[src/rtl/motor_pkg.sv]
// Shared types and constants for the motor drive sequencer.
//   seq_state_t  : sequencer FSM states
//   speed_lvl_t  : 2-bit PWM speed level (0 = stop, 3 = max)
//   fault_code_t : reported fault cause (FLT_NONE / FLT_EXT / FLT_WDOG)
//   step_toward  : one saturating level step from cur toward tgt
package motor_pkg;

    typedef enum logic [2:0] {
        IDLE    = 3'd0,
        RAMP    = 3'd1,
        RUN     = 3'd2,
        RAMP_DN = 3'd3,
        DEAD    = 3'd4,
        FAULT   = 3'd5
    } seq_state_t;

    typedef logic [1:0] speed_lvl_t;
    typedef logic [1:0] fault_code_t;

    localparam fault_code_t FLT_NONE = 2'd0;
    localparam fault_code_t FLT_EXT  = 2'd1;
    localparam fault_code_t FLT_WDOG = 2'd2;

    localparam speed_lvl_t LVL_STOP = 2'd0;

    // Moves one level toward tgt; returns cur unchanged once there, so the
    // level can never wrap past 0 or 3.
    function automatic speed_lvl_t step_toward(speed_lvl_t cur, speed_lvl_t tgt);
        speed_lvl_t nxt;
        nxt = cur;
        if (cur < tgt) begin
            nxt = cur + 2'd1;
        end else if (cur > tgt) begin
            nxt = cur - 2'd1;
        end
        return nxt;
    endfunction

endpackage

[src/rtl/motor_drive_sequencer_if.sv]
// Command channel into the motor drive sequencer.
//   cmd_valid : master has a command on cmd_level/cmd_dir
//   cmd_ready : sequencer can take a command this cycle
//   cmd_level : target speed level
//   cmd_dir   : target direction
// Handshake: a command transfers on the rising clk edge where cmd_valid and
// cmd_ready are both high. The master holds cmd_level/cmd_dir stable while
// cmd_valid is high and not yet accepted; cmd_ready does not depend on
// cmd_valid. There is no queueing: one command is in flight at most.
interface motor_drive_sequencer_if;
    import motor_pkg::*;

    logic       cmd_valid;
    logic       cmd_ready;
    speed_lvl_t cmd_level;
    logic       cmd_dir;

    modport master (output cmd_valid, output cmd_level, output cmd_dir, input cmd_ready);
    modport slave  (input cmd_valid, input cmd_level, input cmd_dir, output cmd_ready);

endinterface

[src/rtl/seq_timer.sv]
// Loadable down-counter used for the ramp step, dead-time and watchdog timers.
//   clk, rst  : clock, asynchronous active-high reset (count cleared)
//   load      : reload the counter with load_val this edge
//   load_val  : reload value (number of cycles until done)
//   done      : high during the cycle in which the count is 1, i.e. an action
//               keyed on done lands exactly load_val edges after the load edge
// After reaching 0 the counter parks there until the next load.
module seq_timer #(
    parameter int WIDTH = 16
) (
    input  logic             clk,
    input  logic             rst,
    input  logic             load,
    input  logic [WIDTH-1:0] load_val,
    output logic             done
);

    logic [WIDTH-1:0] cnt;

    always_ff @(posedge clk or posedge rst) begin
        if (rst) begin
            cnt <= '0;
        end else if (load) begin
            cnt <= load_val;
        end else if (cnt != '0) begin
            cnt <= cnt - 1'b1;
        end
    end

    assign done = (cnt == WIDTH'(1));

endmodule

[src/rtl/motor_drive_sequencer.sv]
// Command sequencer in front of the bike-motor PWM stage.
// Takes speed/direction commands over a valid/ready channel and walks psw
// ({dir, level}) toward them one level per STEP_CYCLES. A direction change
// ramps to level 0, holds motor_en low for DEAD_CYCLES, flips dir, then
// ramps up. An external fault or missing heartbeat latches FAULT.
// Ports:
//   clk, rst       : clock, asynchronous active-high reset
//   cmd            : command channel (slave side)
//   heartbeat      : single-cycle keep-alive, required while motor_en is high
//   fault_in       : level-sensitive external fault
//   fault_clr      : single-cycle request to leave FAULT (needs fault_in low)
//   psw            : {dir, level[1:0]} to the PWM stage
//   motor_en       : PWM stage enable
//   busy           : ramp or reversal in progress
//   fault_latched  : sequencer is in FAULT
//   fault_code     : 0 none, 1 fault_in, 2 watchdog
//   state_dbg      : current FSM state
// All outputs come straight from registers.
module motor_drive_sequencer
    import motor_pkg::*;
#(
    parameter int STEP_CYCLES = 5000,
    parameter int DEAD_CYCLES = 2500,
    parameter int WDOG_CYCLES = 50000
) (
    input  logic                          clk,
    input  logic                          rst,
    motor_drive_sequencer_if.slave        cmd,
    input  logic                          heartbeat,
    input  logic                          fault_in,
    input  logic                          fault_clr,
    output logic [2:0]                    psw,
    output logic                          motor_en,
    output logic                          busy,
    output logic                          fault_latched,
    output logic [1:0]                    fault_code,
    output seq_state_t                    state_dbg
);

    localparam int MAX_SD  = (STEP_CYCLES > DEAD_CYCLES) ? STEP_CYCLES : DEAD_CYCLES;
    localparam int MAX_CYC = (MAX_SD > WDOG_CYCLES) ? MAX_SD : WDOG_CYCLES;
    localparam int TW      = $clog2(MAX_CYC + 1);

    seq_state_t  state, state_n;
    speed_lvl_t  lvl_q, lvl_n;
    logic        dir_q, dir_n;
    fault_code_t code_q, code_n;
    speed_lvl_t  tgt_level;
    logic        tgt_dir;
    logic        cmd_ready_q;
    logic        busy_q;
    logic        motor_en_q;
    logic        fault_latched_q;

    logic          accept;
    logic          step_done;
    logic          step_load;
    logic [TW-1:0] step_val;
    logic          wdog_done;
    logic          wdog_load;
    logic          wdog_expire;

    // Watchdog: held at full count while the stage is disabled, reloaded by
    // each heartbeat. A heartbeat on the expiry edge reloads instead of faulting.
    assign wdog_load   = heartbeat || !motor_en_q;
    assign wdog_expire = wdog_done && motor_en_q && !heartbeat;

    // A command that coincides with a fault is discarded: the fault wins.
    assign accept = cmd.cmd_valid && cmd_ready_q && !fault_in && !wdog_expire;

    // Step / dead-time timer restarts on every state entry, on each step, and
    // on an accept (which also covers an accept that leaves the state unchanged).
    assign step_load = (state_n != state) || accept || step_done;
    assign step_val  = (state_n == DEAD) ? TW'(DEAD_CYCLES) : TW'(STEP_CYCLES);

    seq_timer #(.WIDTH(TW)) u_step_timer (
        .clk      (clk),
        .rst      (rst),
        .load     (step_load),
        .load_val (step_val),
        .done     (step_done)
    );

    seq_timer #(.WIDTH(TW)) u_wdog_timer (
        .clk      (clk),
        .rst      (rst),
        .load     (wdog_load),
        .load_val (TW'(WDOG_CYCLES)),
        .done     (wdog_done)
    );

    always_comb begin
        state_n = state;
        lvl_n   = lvl_q;
        dir_n   = dir_q;
        code_n  = code_q;

        if (state != FAULT && fault_in) begin
            state_n = FAULT;
            lvl_n   = LVL_STOP;
            code_n  = FLT_EXT;
        end else if (state != FAULT && wdog_expire) begin
            state_n = FAULT;
            lvl_n   = LVL_STOP;
            code_n  = FLT_WDOG;
        end else begin
            case (state)
                IDLE: begin
                    if (accept) begin
                        if (cmd.cmd_dir != dir_q) begin
                            state_n = RAMP_DN;
                        end else if (cmd.cmd_level != LVL_STOP) begin
                            state_n = RAMP;
                        end
                    end
                end
                RUN: begin
                    if (accept) begin
                        state_n = (cmd.cmd_dir == dir_q) ? RAMP : RAMP_DN;
                    end
                end
                RAMP: begin
                    if (step_done) begin
                        lvl_n = step_toward(lvl_q, tgt_level);
                        if (lvl_n == tgt_level) begin
                            state_n = (tgt_level != LVL_STOP) ? RUN : IDLE;
                        end
                    end
                end
                RAMP_DN: begin
                    if (step_done) begin
                        lvl_n = step_toward(lvl_q, LVL_STOP);
                        if (lvl_n == LVL_STOP) begin
                            state_n = DEAD;
                        end
                    end
                end
                DEAD: begin
                    // The only place dir changes: level is 0 and motor_en low.
                    if (step_done) begin
                        dir_n   = tgt_dir;
                        state_n = (tgt_level != LVL_STOP) ? RAMP : IDLE;
                    end
                end
                FAULT: begin
                    if (fault_clr && !fault_in) begin
                        state_n = IDLE;
                        code_n  = FLT_NONE;
                    end
                end
                default: begin
                    state_n = IDLE;
                    lvl_n   = LVL_STOP;
                end
            endcase
        end
    end

    always_ff @(posedge clk or posedge rst) begin
        if (rst) begin
            state           <= IDLE;
            lvl_q           <= LVL_STOP;
            dir_q           <= 1'b0;
            code_q          <= FLT_NONE;
            tgt_level       <= LVL_STOP;
            tgt_dir         <= 1'b0;
            cmd_ready_q     <= 1'b1;
            busy_q          <= 1'b0;
            motor_en_q      <= 1'b0;
            fault_latched_q <= 1'b0;
        end else begin
            state           <= state_n;
            lvl_q           <= lvl_n;
            dir_q           <= dir_n;
            code_q          <= code_n;
            if (accept) begin
                tgt_level <= cmd.cmd_level;
                tgt_dir   <= cmd.cmd_dir;
            end
            cmd_ready_q     <= (state_n == IDLE) || (state_n == RUN);
            busy_q          <= (state_n == RAMP) || (state_n == RAMP_DN) || (state_n == DEAD);
            motor_en_q      <= (state_n == RAMP) || (state_n == RAMP_DN) || (state_n == RUN);
            fault_latched_q <= (state_n == FAULT);
        end
    end

    assign cmd.cmd_ready  = cmd_ready_q;
    assign psw            = {dir_q, lvl_q};
    assign motor_en       = motor_en_q;
    assign busy           = busy_q;
    assign fault_latched  = fault_latched_q;
    assign fault_code     = code_q;
    assign state_dbg      = state;

endmodule

[src/flat_wrapper.sv]
// flat-port wrapper written by rule: the top's interface ports become plain ports
module motor_drive_sequencer_flat import motor_pkg::*;
#(
    parameter int STEP_CYCLES = 5000,
    parameter int DEAD_CYCLES = 2500,
    parameter int WDOG_CYCLES = 50000
)
  (clk, rst, heartbeat, fault_in, fault_clr, psw, motor_en, busy, fault_latched, fault_code, state_dbg, cmd_cmd_valid, cmd_cmd_level, cmd_cmd_dir, cmd_cmd_ready);
  motor_drive_sequencer_if cmd_i ();
  input  logic clk;
  input  logic rst;
  input  logic heartbeat;
  input  logic fault_in;
  input  logic fault_clr;
  output logic [2:0] psw;
  output logic motor_en;
  output logic busy;
  output logic fault_latched;
  output logic [1:0] fault_code;
  output seq_state_t state_dbg;
  input wire logic [$bits(cmd_i.cmd_valid)-1:0] cmd_cmd_valid;
  input wire logic [$bits(cmd_i.cmd_level)-1:0] cmd_cmd_level;
  input wire logic [$bits(cmd_i.cmd_dir)-1:0] cmd_cmd_dir;
  output wire logic [$bits(cmd_i.cmd_ready)-1:0] cmd_cmd_ready;
  assign cmd_i.cmd_valid = cmd_cmd_valid;
  assign cmd_i.cmd_level = cmd_cmd_level;
  assign cmd_i.cmd_dir = cmd_cmd_dir;
  assign cmd_cmd_ready = cmd_i.cmd_ready;
  motor_drive_sequencer #(.STEP_CYCLES(STEP_CYCLES), .DEAD_CYCLES(DEAD_CYCLES), .WDOG_CYCLES(WDOG_CYCLES)) u_core (.clk(clk), .rst(rst), .cmd(cmd_i), .heartbeat(heartbeat), .fault_in(fault_in), .fault_clr(fault_clr), .psw(psw), .motor_en(motor_en), .busy(busy), .fault_latched(fault_latched), .fault_code(fault_code), .state_dbg(state_dbg));
endmodule
[config.mk]
export PLATFORM = sky130hd
export DESIGN_NAME = motor_drive_sequencer_flat
export DESIGN_NICKNAME = d
export VERILOG_FILES = /design/src/rtl/motor_pkg.sv /design/src/rtl/motor_drive_sequencer_if.sv /design/src/rtl/seq_timer.sv /design/src/rtl/motor_drive_sequencer.sv /design/src/flat_wrapper.sv
export SDC_FILE = /design/constraint.sdc
export NUM_CORES = 1
export LEC_CHECK = 0
export ABC_AREA = 1
export BUFFER_PORTS_ARGS = -buffer_cell sky130_fd_sc_hd__buf_2
export CAP_MARGIN = 30
export CORE_ASPECT_RATIO = 1.5
export CORE_MARGIN = 2
export CORE_UTILIZATION = 60
export CTS_BUF_LIST = sky130_fd_sc_hd__clkbuf_4
export DETAILED_ROUTE_END_ITERATION = 10
export PLACE_DENSITY = 0.79
export SETUP_SLACK_MARGIN = 0.1
export SLEW_MARGIN = 20
export SYNTH_ARGS = -nofsm -noshare
export SYNTH_HDL_FRONTEND = slang
export SYNTH_HIERARCHICAL = 1
export SYNTH_SLANG_ARGS = --single-unit
[constraint.sdc]
create_clock -name clk -period 3.8 [get_ports clk]
set_input_delay 0 -clock clk [delete_from_list [all_inputs] [get_ports clk]]
set_output_delay 0 -clock clk [all_outputs]
set_load 0.01 [all_outputs]
* Yosys cells after proc, flatten, opt, wreduce, memory -nomap -nowiden
Cells that the tools add are included.
** Cells by class
- Add/sub/neg operators :: 4
- Magnitude comparators :: 4
- Equal/unequal tests :: 20
- Muxes and demuxes :: 42
- Bitwise gates (word level) :: 2
- Reduce and logical (&&, ||, !) cells :: 34
** Operator list (count)
- 2-to-1 mux 16 bit :: 4
- 2-to-1 mux 2 bit :: 22
- 2-to-1 mux 3 bit :: 12
- == test 16 x 1 -> 1 bit (second input constant) :: 2
- nonzero test 16 bit :: 2
- subtractor 16 x 1 -> 16 bit (second input constant) :: 2
- case mux 3 bit (6 select lines) :: 1
- 2-to-1 mux 13 bit :: 1
- == test 3 x 2 -> 1 bit (second input constant) :: 4
- == test 3 bit (second input constant) :: 4
- logical AND 1 bit :: 8
- != test 4 x 1 -> 1 bit (second input constant) :: 2
- nonzero test 2 bit :: 4
- logical OR 1 bit :: 7
- == test 3 x 1 -> 1 bit (second input constant) :: 2
- logical NOT 3 bit :: 2
- case mux 2 bit (3 select lines) :: 1
- nonzero test 3 bit :: 2
- logical NOT 1 bit :: 4
- AND reduction 4 bit :: 1
- OR reduction 4 bit :: 1
- != test 3 x 1 -> 1 bit (second input constant) :: 1
- != test 3 bit :: 1
- != test 3 bit (second input constant) :: 1
- 14 further kinds :: 15
** Word-level totals
- Register bits :: 47
- Output and inout bits :: 12

* Depth between registers and ports, before layout
Gate-level depths: netlist of the first run.
- Depth in word-level cells :: 17
- Mapped depth :: 23

* Hierarchy
The synthesis of the first run kept the hierarchy.
** By module, submodules not included
- seq_timer (u_core.u_step_timer) :: times used 1, cells an instance 169, area each 1163.6 µm², seq. area each 400.4 µm²
- seq_timer (u_core.u_wdog_timer) :: times used 1, cells an instance 167, area each 1132.3 µm², seq. area each 400.4 µm²
- motor_drive_sequencer :: times used 1, cells an instance 148, area each 1044.8 µm², seq. area each 376.6 µm²

* Worst setup path after synthesis of the first run
OpenSTA, ideal clock, no wires.
- Kind :: reg2reg
- Start point :: reg u_core.u_step_timer.cnt[4]
- End point :: reg u_core.u_step_timer.cnt[15]
- Arrival :: 2.570 ns
- Data required time :: 3.687 ns
- Path slack :: 1.117 ns
- Cell stages (with the launch flop) :: 21
- Cell sequence :: dfrtp_1 > nor2_1 > nand2_2 > inv_1 > nand3_1 > nor3_1 > nand3_1 > nand3_1 > nand2_2 > nor3_4 > nand3_2 > nand2_1 > nand2_1 > nand2_1 > buf_4 > inv_2 > or2_2 > nand2_2 > inv_1 > nand2_1 > inv_1
** Between the ends
- Longest elaborated chain between the ends :: 9
- Elaborated cells between the ends (all ways) :: 15
- Those cells by class :: add/sub (1); eq/ne (2); mux (8); reduce/logical (4)
** RTL lines
- from (decl) :: line seq_timer.sv:18 : logic [WIDTH-1:0] cnt;
- from (signal assigned) :: line seq_timer.sv:24 : cnt <= load_val;
- from (signal assigned) :: line seq_timer.sv:26 : cnt <= cnt - 1'b1;
- == test 16 x 1 -> 1 bit * :: line seq_timer.sv:30 : assign done = (cnt == WIDTH'(1));
- via u_core.step_done :: line motor_drive_sequencer.sv:56 : logic step_done;
- 2-to-1 mux 3 bit (on tied branches) :: line motor_drive_sequencer.sv:140, motor_drive_sequencer.sv:123, motor_drive_sequencer.sv:131
- case mux 3 bit (6 select lines) * :: line motor_drive_sequencer.sv:107 : case (state)
- 2-to-1 mux 3 bit * :: line motor_drive_sequencer.sv:102 : end else if (state != FAULT && wdog_expire) begin
- 2-to-1 mux 3 bit * :: line motor_drive_sequencer.sv:98 : if (state != FAULT && fault_in) begin
- via u_core.state_n[0] :: line motor_drive_sequencer.sv:44 : seq_state_t state, state_n;
- != test 3 bit * :: line motor_drive_sequencer.sv:73 : assign step_load = (state_n != state) || accept || step_done;
- logical OR 1 bit * (2 in a row) :: line motor_drive_sequencer.sv:73
- via u_core.step_load :: line motor_drive_sequencer.sv:57 : logic step_load;
- 2-to-1 mux 16 bit / nonzero test 2 bit (equally long branches)
The timed path passes the listed nets; every way through them passes the cells marked *. The select of a mux whose other input is x is not followed.
A chain may end at the register's enable or synchronous reset.

* Worst setup path after layout of the first run
Same ends and word-level chain as after synthesis.

==> summary.txt, run 1 <==
GRT
  – First-pass GRT wire length: 12.4 mm
  – Largest net degree at the start of global routing: 22
  – Gr usage total: 25.7%
  – Initial antenna violation count: 0
  – Vias in the first global route: 2,998
  – GR Overflow Total: 0

CTS
  – Post-CTS resize count: 0
  – Total CTS buffers: 5
  – CTS Buffer Depth: 2
  – Max H-tree Level: 2
  – CTS sink cnt: 47
  – TritonCTS clock tree: done
  – Root buf cell: clkbuf_4
  – Worst skew pair latency: 0.37 ns
  – Worst-path clk slew: 0.14 ns

STA
  – Slew HR: 53.0%
  – Worst slew pin tran: 0.704 ns
  – RSZ-0062 raised after global routing: false
  – Final period utilization: 79.2%
  – Final hold viol count: 0
  – Post-layout minimum cycle time: 3.01 ns
  – Max-slew violations: 0
  – Worst hold slack: 0.0271 ns
  – Achievable frequency: 0.332 GHz
  – Fin Setup TNS: 0 ns
  – Final setup vio count: 0
  – Worst setup margin: 0.790 ns
  – Max Clock Skew: 0.00851 ns

Logic synthesis
  – Ys async rst share: 100%
  – Cell area after synthesis: 3340 um2
  – Synth warn: 6
  – Register bit count reported by yosys: 47
  – Top-area cell type share of the netlist area: 34.5%
  – Number of synthesized flops with an enable pin: 0
  – Distinct cells, synth: 38
  – Yosys top cell by area: dfrtp_1
  – Main synth FF type: dfrtp_1
  – Cells after synthesis: 484
  – Avg Cell Area, Syn: 6.90 um2
  – Register area share after synthesis: 35.2%
  – Synth top area cells: dfrtp_1 (34%), nand2_1 (15%), inv_1 (8.0%)

Die
  – Die H: 95.4 um
  – Chip Width: 64.9 um
  – Core Box Area: 5410 um2
  – Number of top-level pins: 21
  – Initial Utilization: 61.8%
  – Rows: 33
  – Die area: 6190 um2

Run
  – Max-cap viol count: 0

Power
  – Worst VDD drop: 0.000409 V
  – Pleak: 2.10 nW
  – Power per cell area: 640 nW/um2

Min path
  – Worst Hold Launch: fault_clr
  – Hold Path End: u_core/fault_code[0]
  – Hold depth: 4
  – Hold Path Class: in2reg

Layout
  – Diode count: 0
  – Filler instances: 490
  – Final net count: 552
  – P&R area growth vs syn: 11.5%
  – Share of layout cells above drive strength 1: 15.3%

Critical path
  – Slowest cell delay on critical path: 0.44 ns
  – Critical path required time: 4.08 ns
  – R2r startpoint: u_core/u_step_timer/cnt[4]
  – Slowest CP cell: dfrtp_1
  – R2R setup slack: 0.79 ns
  – Critical path class: reg2reg
  – Crit path launch type: flop
  – R2R cell count: 19
  – Worst Path Max Fanout: 10
  – Most used cell, CP: nand2_1
  – Critical Path AT: 3.29 ns
  – Cells along the critical path: nor2_1, nand2_2, inv_1, nand3_1, nor3_1, nand3_1, nand3_1, nand2_2, nor3_4, nand3_2, nand2_1, nand2_1, nand2_1, inv_2, or2_2, nand2_2, inv_1, nand2_1, inv_1
  – CP Capture Type: flop
  – RR Endpoint: u_core/u_step_timer/cnt[15]

Run status
  – Status: complete, no violations

Placed design
  – Post-detail-place hpwl: 5.53 mm
  – Setup WS pre-CTS: 0.806 ns
  – IO Port Bufs: 20
  – Final Wtd Congestion: 0.891

Route
  – Routed WL per cell: 11.6 um
  – Starting DRT DRC Count: 157
  – DR vias/cell: 5.04
  – Antenna-violating nets left: 0
  – Via Count: 3,052
  – Total wire length: 7.06 mm
  – Number of remaining DRC errors: 0
  – DRT Pass-1 Iters: 5
cells in the final DEF, fill, tap and decap left out, drive strengths merged, types with 2 or more instances in the layout:
cell	Yosys	final
nor2	68	68
dlygate4sd3	0	5
xnor2	2	2
inv	79	79
dfrtp	46	46
ha	8	8
nand3	49	49
o22ai	2	2
clkbuf	3	5
conb	2	26
clkinv	1	3
nand2	152	152
xor2	7	7
nand4	5	5
a21oi	9	9
or2	2	2
o21ai	33	33
nor3	5	5
a31oi	2	2
buf	3	21
power breakdown:
group / internal (W) / switching (W)
clock: 0.000139 / 0.000168
sequential: 0.000674 / 0.000167
combinational: 0.000427 / 0.000812
total: 0.00124 / 0.00115
repair_timing:
action                    4_1_cts  5_1_grt
hold endpoints to repair       51        0
setup buffers                   0        0
hold buffers                    5        0
registers in the layout (all words and copies together) (netlist names), 2 cells and up:
signal / flops
u_core/u_step_timer/cnt: 16
u_core/u_wdog_timer/cnt: 16
u_core/state_dbg: 3
u_core/lvl_q: 2
u_core/tgt_level: 2
u_core/fault_code: 2
metrics by stage:
| stage | area [um2] | total power [W] | util [%] | instances |
|---|---|---|---|---|
| floorplan | 3430 | 0.00180 | - | 508 |
| global placement | 3590 | 0.00205 | 66.5 | 593 |
| detailed placement | 3590 | 0.00208 | 66.5 | 593 |
| CTS | 3730 | 0.00240 | 68.9 | 606 |
| global route | 3730 | 0.00263 | 68.9 | 606 |
| finish | 3730 | 0.00239 | 68.9 | 606 |
final cells by class:
class / count / area, um2 / area share, %
timing repair buffer: 26 / 158 / 4.23
clock inverter: 3 / 43.8 / 1.18
inverter: 80 / 305 / 8.19
clock buffer: 5 / 37.5 / 1.01
tap: 70 / 87.6 / 2.35
sequential: 47 / 1180 / 31.6
multi-input combinational: 375 / 1920 / 51.4
how the worst max path moves through the flow:
stage | start | endpoint
after floorplan | u_core/u_step_timer/cnt[4] | u_core/u_step_timer/cnt[15]
after global placement | u_core/u_step_timer/cnt[4] | u_core/u_step_timer/cnt[15]
after detailed placement | u_core/u_step_timer/cnt[6] | u_core/u_step_timer/cnt[15]
after CTS | u_core/u_step_timer/cnt[6] | u_core/u_step_timer/cnt[15]
after global routing | u_core/u_step_timer/cnt[6] | u_core/u_step_timer/cnt[15]
final | u_core/u_step_timer/cnt[4] | u_core/u_step_timer/cnt[15]
cell families after synthesis:
| kind of cell | Yosys count | synth area share, % |
|---|---|---|
| simple gates | 282 | 40.8 |
| buf+inv | 86 | 10.1 |
| compound gates | 50 | 8.31 |
| flops | 47 | 35.2 |
| xor+xnor | 9 | 2.36 |
| fa+ha+maj | 8 | 3.00 |
| other cells | 2 | 0.225 |
worst max-delay path, delay by kind of cell, from the launching register on:
family | cells | cell delay (ns)
and+or+nand+nor | 15 | 2.21
buffers and inverters | 4 | 0.26
DFF | 1 | 0.44
synthesized netlist by cell type (2+ instances only):
master	count
nand2_1	136
nor3_1	4
nor2_4	4
xnor2_1	2
nand3_4	2
xor2_1	7
nor2_1	51
dfrtp_1	46
a21oi_1	8
clkbuf_1	3
o21ai_0	25
o21ai_1	7
nand2_4	5
ha_1	8
nand3_1	45
or2_2	2
nand2_2	11
conb_1	2
nor2_8	3
nor2_2	10
nand3_2	2
inv_2	8
nand4_1	5
inv_1	71
buf_4	2
a31oi_1	2
o22ai_1	2
metal layers:
| layer | up-vias | wire length, um | global-route usage (%) | share of wire [%] |
|---|---|---|---|---|
| li1 | 1578 | - | - | - |
| met1 | 1394 | 2890 | 28.1 | 41 |
| met2 | 64 | 3810 | 49.4 | 54 |
| met3 | 16 | 206 | 3.31 | 2.9 |
| met4 | 0 | 157 | 9.75 | 2.2 |
| met5 | - | 0 | 0 | 0 |
Power figures use the tool's default switching activity.
==> run 2: changes to the inputs <==
CORE_UTILIZATION = 57   (was 60)
clock period = 2.7 ns   (was 3.8 ns; I/O delays follow)
==> run 2 against run 1 <==
Effect of this change: sequential power is 39% higher; core utilization is 3.4 points higher; global-route usage is 0.77 points higher; wire length is 16% higher; non-clock buffer count is 36 higher; critical path type unchanged.
==> summary.txt, run 2 (synthesis gave the netlist of run 1 again) <==
Route
  – Via Count: 3,304
  – Routed WL per cell: 12.7 um
  – Number of remaining DRC errors: 0
  – DR vias/cell: 5.13
  – Total wire length: 8.21 mm
  – DRT Pass-1 Iters: 5
  – Antenna-violating nets left: 0
  – Starting DRT DRC Count: 193

Die
  – Chip Width: 66.5 um
  – Die H: 97.8 um
  – Initial Utilization: 58.2%
  – Die area: 6500 um2
  – Number of top-level pins: 21
  – Core Box Area: 5740 um2
  – Rows: 34

Power
  – Power per cell area: 918 nW/um2
  – Comb power frac: 58.3%
  – Internal power: 0.00199 W
  – Worst VDD drop: 0.000698 V
  – Clk pwr share: 11.1%
  – Flop pwr share: 30.7%
  – NetSw: 0.00182 W
  – Sw Ratio: 47.7%
  – Overall Power: 0.00381 W
  – Pleak: 2.33 nW

Critical path
  – Critical path required time: 2.98 ns
  – CP Capture Type: flop
  – Critical path class: reg2reg
  – R2R setup slack: 0.11 ns
  – Critical Path AT: 2.87 ns
  – Crit path launch type: flop
  – Worst Path Max Fanout: 4

CTS
  – Worst-path clk slew: 0.14 ns
  – Worst skew pair latency: 0.37 ns
  – Max H-tree Level: 2
  – Total CTS buffers: 5
  – TritonCTS clock tree: done
  – CTS Buffer Depth: 2
  – CTS sink cnt: 47
  – Root buf cell: clkbuf_4

Placed design
  – Post-detail-place hpwl: 5.84 mm
  – Final Wtd Congestion: 0.936
  – Setup WS pre-CTS: 0.0160 ns
  – IO Port Bufs: 20

GRT
  – Initial antenna violation count: 0
  – First-pass GRT wire length: 13.5 mm
  – Largest net degree at the start of global routing: 21
  – Gr usage total: 26.5%
  – GR Overflow Total: 0
  – Vias in the first global route: 3,204

Layout
  – Final net count: 588
  – Share of layout cells above drive strength 1: 25.2%
  – Commonest non-fill, non-tap cells in the layout: nand2_1 (130), inv_1 (67), nor2_1 (46)
  – Most common cell after layout, fill and taps aside: nand2_1
  – P&R area growth vs syn: 24.3%
  – Diode count: 0
  – Post-route core utilization: 72.3%

STA
  – Slew HR: 56.4%
  – Final hold viol count: 0
  – Achievable frequency: 0.386 GHz
  – Fin Setup TNS: 0 ns
  – Max-slew violations: 0
  – Max Clock Skew: 0.00675 ns
  – Worst hold slack: 0.0392 ns
  – Worst slew pin tran: 0.653 ns
  – Post-layout minimum cycle time: 2.59 ns
  – Final period utilization: 95.9%
  – Worst setup margin: 0.111 ns
  – RSZ-0062 raised after global routing: true
  – Final setup vio count: 0

Run status
  – Status: complete, no violations

Min path
  – Hold Path Class: in2reg

Run
  – Max-cap viol count: 0
run 2: cell count changes in the layout (fill, tap and decap cells not counted), moves of 6 or more:
cell | previous run | this run
buf_4 | 1 | 35
o21ai_1 | 7 | 13
nand2_1 | 136 | 130
o21ai_0 | 25 | 18
run 2: worst paths after layout:
check / start / endpoint / cells past startpoint
setup reg to reg: u_core/u_step_timer/cnt[11] / u_core/u_step_timer/cnt[15] / 18
max in group asynchronous: rst / u_core/u_step_timer/cnt[3] / 3
setup / recovery: u_core/u_step_timer/cnt[11] / u_core/u_step_timer/cnt[15] / 18
hold / removal: fault_clr / u_core/fault_code[1] / 4
min in group asynchronous: rst / u_core/fault_code[0] / 3
hold reg to reg: u_core/tgt_dir / u_core/tgt_dir / 2
run 2: worst max-delay path, stage by stage, from the launching register on:
cell     delay (ns)
dfrtp_1        0.44
nor2_2         0.15
nand2_2        0.14
nor3_4         0.31
inv_1          0.15
nor2_2         0.18
o21ai_2        0.08
nand2_2        0.08
nor3_4         0.05
buf_4          0.13
nand4_1        0.09
nand2_1        0.07
nand2_2        0.10
inv_4          0.06
or2_2          0.27
nand2_2        0.07
inv_1          0.04
nand2_1        0.05
inv_1          0.03
run 2: metal layers:
| metal | GRT usage [%] | vias up | wire length, um |
|---|---|---|---|
| li1 | - | 1655 | - |
| met1 | 30.3 | 1547 | 3290 |
| met2 | 48.0 | 81 | 4450 |
| met3 | 3.69 | 21 | 264 |
| met4 | 10.5 | 0 | 199 |
| met5 | 0 | - | 0 |
run 2: what timing repair did:
action	4_1_cts	5_1_grt
setup endpoints to repair	16	16
hold endpoints to repair	51	0
hold buffers	5	0
gates resized for setup	17	26
setup buffers	16	6
pin swaps	8	11
run 2: stage by stage:
stage | std cells | area [um2]
4_1_cts | 638 | 4030
5_1_grt | 644 | 4150
3_3_place_gp | 609 | 3720
2_1_floorplan | 508 | 3450
6_report | 644 | 4150
3_5_place_dp | 609 | 3720
run 2: final cells by class:
| class | count | area, um2 |
|---|---|---|
| multi-input cells | 375 | 2060 |
| clock inverters | 3 | 38.8 |
| clock buffers | 5 | 37.5 |
| well taps | 72 | 90.1 |
| flip-flops and latches | 47 | 1180 |
| fillers | 469 | 1590 |
| inverters | 80 | 310 |
| repair buffers | 62 | 439 |
run 2: power by group through the flow:
| stage | logic [W] | registers [W] | clock network [W] |
|---|---|---|---|
| after global placement | 0.00182 | 0.00117 | 0 |
| after floorplan | 0.00139 | 0.00116 | 0 |
| final | 0.00222 | 0.00117 | 0.000422 |
| after detailed placement | 0.00188 | 0.00118 | 0 |
| after CTS | 0.00206 | 0.00116 | 0.000436 |
| after global routing | 0.00248 | 0.00119 | 0.000467 |
==> run 3: changes to the inputs <==
MAX_ROUTING_LAYER = met4   (was not set)
==> run 3 against run 2 <==
Effect of this change: hold slack got worse by 0.012 ns; core utilization is 2.0 points higher; worst setup slack better by 0.026 ns; largest cell class unchanged; highest routed layer unchanged; sequential share of layout area shrank 0.78 points.
==> summary.txt, run 3 (synthesis gave the netlist of run 1 again) <==
Die
  – Number of top-level pins: 21
  – Die area: 6500 um2
  – Core Box Area: 5740 um2
  – Rows: 34
  – Die H: 97.8 um
  – Chip Width: 66.5 um
  – Initial Utilization: 58.2%

CTS
  – Max H-tree Level: 2
  – CTS Buffer Depth: 2
  – Total CTS buffers: 5
  – CTS sink cnt: 47
  – Worst-path clk slew: 0.14 ns
  – Root buf cell: clkbuf_4
  – Worst skew pair latency: 0.37 ns
  – TritonCTS clock tree: done

STA
  – Slew HR: 56.7%
  – Final period utilization: 94.9%
  – Worst setup margin: 0.137 ns
  – Final setup vio count: 0
  – RSZ-0062 raised after global routing: true
  – Final hold viol count: 0
  – Worst slew pin tran: 0.648 ns
  – Max-slew violations: 0
  – Fin Setup TNS: 0 ns
  – Max Clock Skew: 0.00786 ns
  – Worst hold slack: 0.0268 ns
  – Post-layout minimum cycle time: 2.56 ns
  – Achievable frequency: 0.390 GHz

Layout
  – Commonest non-fill, non-tap cells in the layout: nand2_1 (129), inv_1 (66), nor2_1 (46)
  – Share of layout cells above drive strength 1: 27.5%
  – Post-route core utilization: 74.3%
  – Most common cell after layout, fill and taps aside: nand2_1
  – Final net count: 597
  – Diode count: 0
  – P&R area growth vs syn: 27.8%

Critical path
  – Slowest cell delay on critical path: 0.41 ns
  – CP bufs+invs: 6
  – Critical path required time: 2.97 ns
  – Critical Path AT: 2.83 ns
  – Crit path launch type: flop
  – Most used cell, CP: nand2_2
  – Slowest CP cell: dfrtp_1
  – CP top delay family: simple AND/OR/NAND/NOR gates
  – Cells along the critical path: inv_1, ha_1, nand2_1, nor3_4, nand3_2, inv_2, nand2_2, nand2_4, clkinv_4, o211ai_4, inv_2, nand2_2, nand4_1, a21oi_2, nand2_2, inv_4, buf_8, nand2_1, nor2_1, nor2_1
  – Critical path class: reg2reg
  – Worst Path Max Fanout: 7
  – CP Capture Type: flop

Route
  – Met1 WL: 3.24 mm
  – Number of remaining DRC errors: 0
  – Starting DRT DRC Count: 175
  – DRT Pass-1 Iters: 4
  – Top Metal Used: met4
  – Routed WL per cell: 13.1 um
  – Metal2 WL: 4.75 mm
  – Total wire length: 8.57 mm
  – WL met3: 330 um
  – Via Count: 3,343
  – Antenna-violating nets left: 0
  – DR vias/cell: 5.12

Run status
  – Status: complete, no violations

GRT
  – Vias in the first global route: 3,318
  – First-pass GRT wire length: 14.2 mm
  – GR Overflow Total: 0
  – Largest net degree at the start of global routing: 21
  – Gr usage total: 28.7%
  – Initial antenna violation count: 0

Placed design
  – Post-detail-place hpwl: 5.82 mm
  – Setup WS pre-CTS: 0.0591 ns
  – IO Port Bufs: 20
  – Final Wtd Congestion: 0.939

Power
  – Pleak: 2.39 nW
  – Overall Power: 0.00404 W
  – Power per cell area: 947 nW/um2
  – Worst VDD drop: 0.000943 V

Min path
  – Hold Path Class: in2reg

Run
  – Max-cap viol count: 0
[run 3: changes by cell type in the layout (fill, tap and decap cells not counted), sizes merged]
cell and delta:
buf +9, clkinv -2, bufinv +1, clkbuf +1
[run 3: repair_timing]
| action | CTS | global route |
|---|---|---|
| setup endpoints to repair | 15 | 16 |
| pin swaps | 11 | 21 |
| gates resized for setup | 16 | 33 |
| endpoints found under the hold margin | 51 | 0 |
| hold buffers | 5 | 0 |
| buffers inserted | 17 | 15 |
[run 3: report_power, final]
group          internal (W)  switching [W]  total (W)
logic              0.000918        0.00142    0.00233
clock network      0.000299       0.000236   0.000535
registers          0.000949       0.000227    0.00118
[run 3: per-layer routing]
metal	track usage [%]	up-vias
met5	-	-
met4	12.2	0
met3	3.92	22
met2	51.5	80
met1	30.6	1563
li1	-	1678
[run 3: worst paths after layout]
check,from,to,depth (start not counted),slack (ns)
hold reg to reg,u_core/tgt_dir,u_core/tgt_dir,2,0.53
setup / recovery,u_core/u_wdog_timer/cnt[1],u_core/u_step_timer/cnt[12],20,0.14
min in group asynchronous,rst,u_core/motor_en,3,0.25
hold / removal,fault_clr,u_core/fault_code[1],4,0.03
setup reg to reg,u_core/u_wdog_timer/cnt[1],u_core/u_step_timer/cnt[12],20,0.14
max in group asynchronous,rst,u_core/u_step_timer/cnt[7],3,2.01
[run 3: stage by stage]
stage          cell area, um2  std cells
6_report                 4270        653
5_1_grt                  4270        653
4_1_cts                  4050        638
3_5_place_dp             3710        608
3_3_place_gp             3710        608
2_1_floorplan            3450        508
[run 3: tightest hold or removal path, stage by stage]
cell and delay (ns):
buf_2 0.10, inv_1 0.07, o31ai_1 0.09, o22ai_1 0.10
[run 3: area by class of cell]
| type | instances | area, um2 |
|---|---|---|
| Sequential cell | 47 | 1180 |
| Tap cell | 72 | 90.1 |
| Clock buffer | 6 | 45.0 |
| Inverter | 80 | 310 |
| Fill cell | 443 | 1470 |
| Clock inverter | 2 | 60.1 |
| Multi-Input combinational cell | 375 | 2080 |
| Timing Repair Buffer | 71 | 507 |
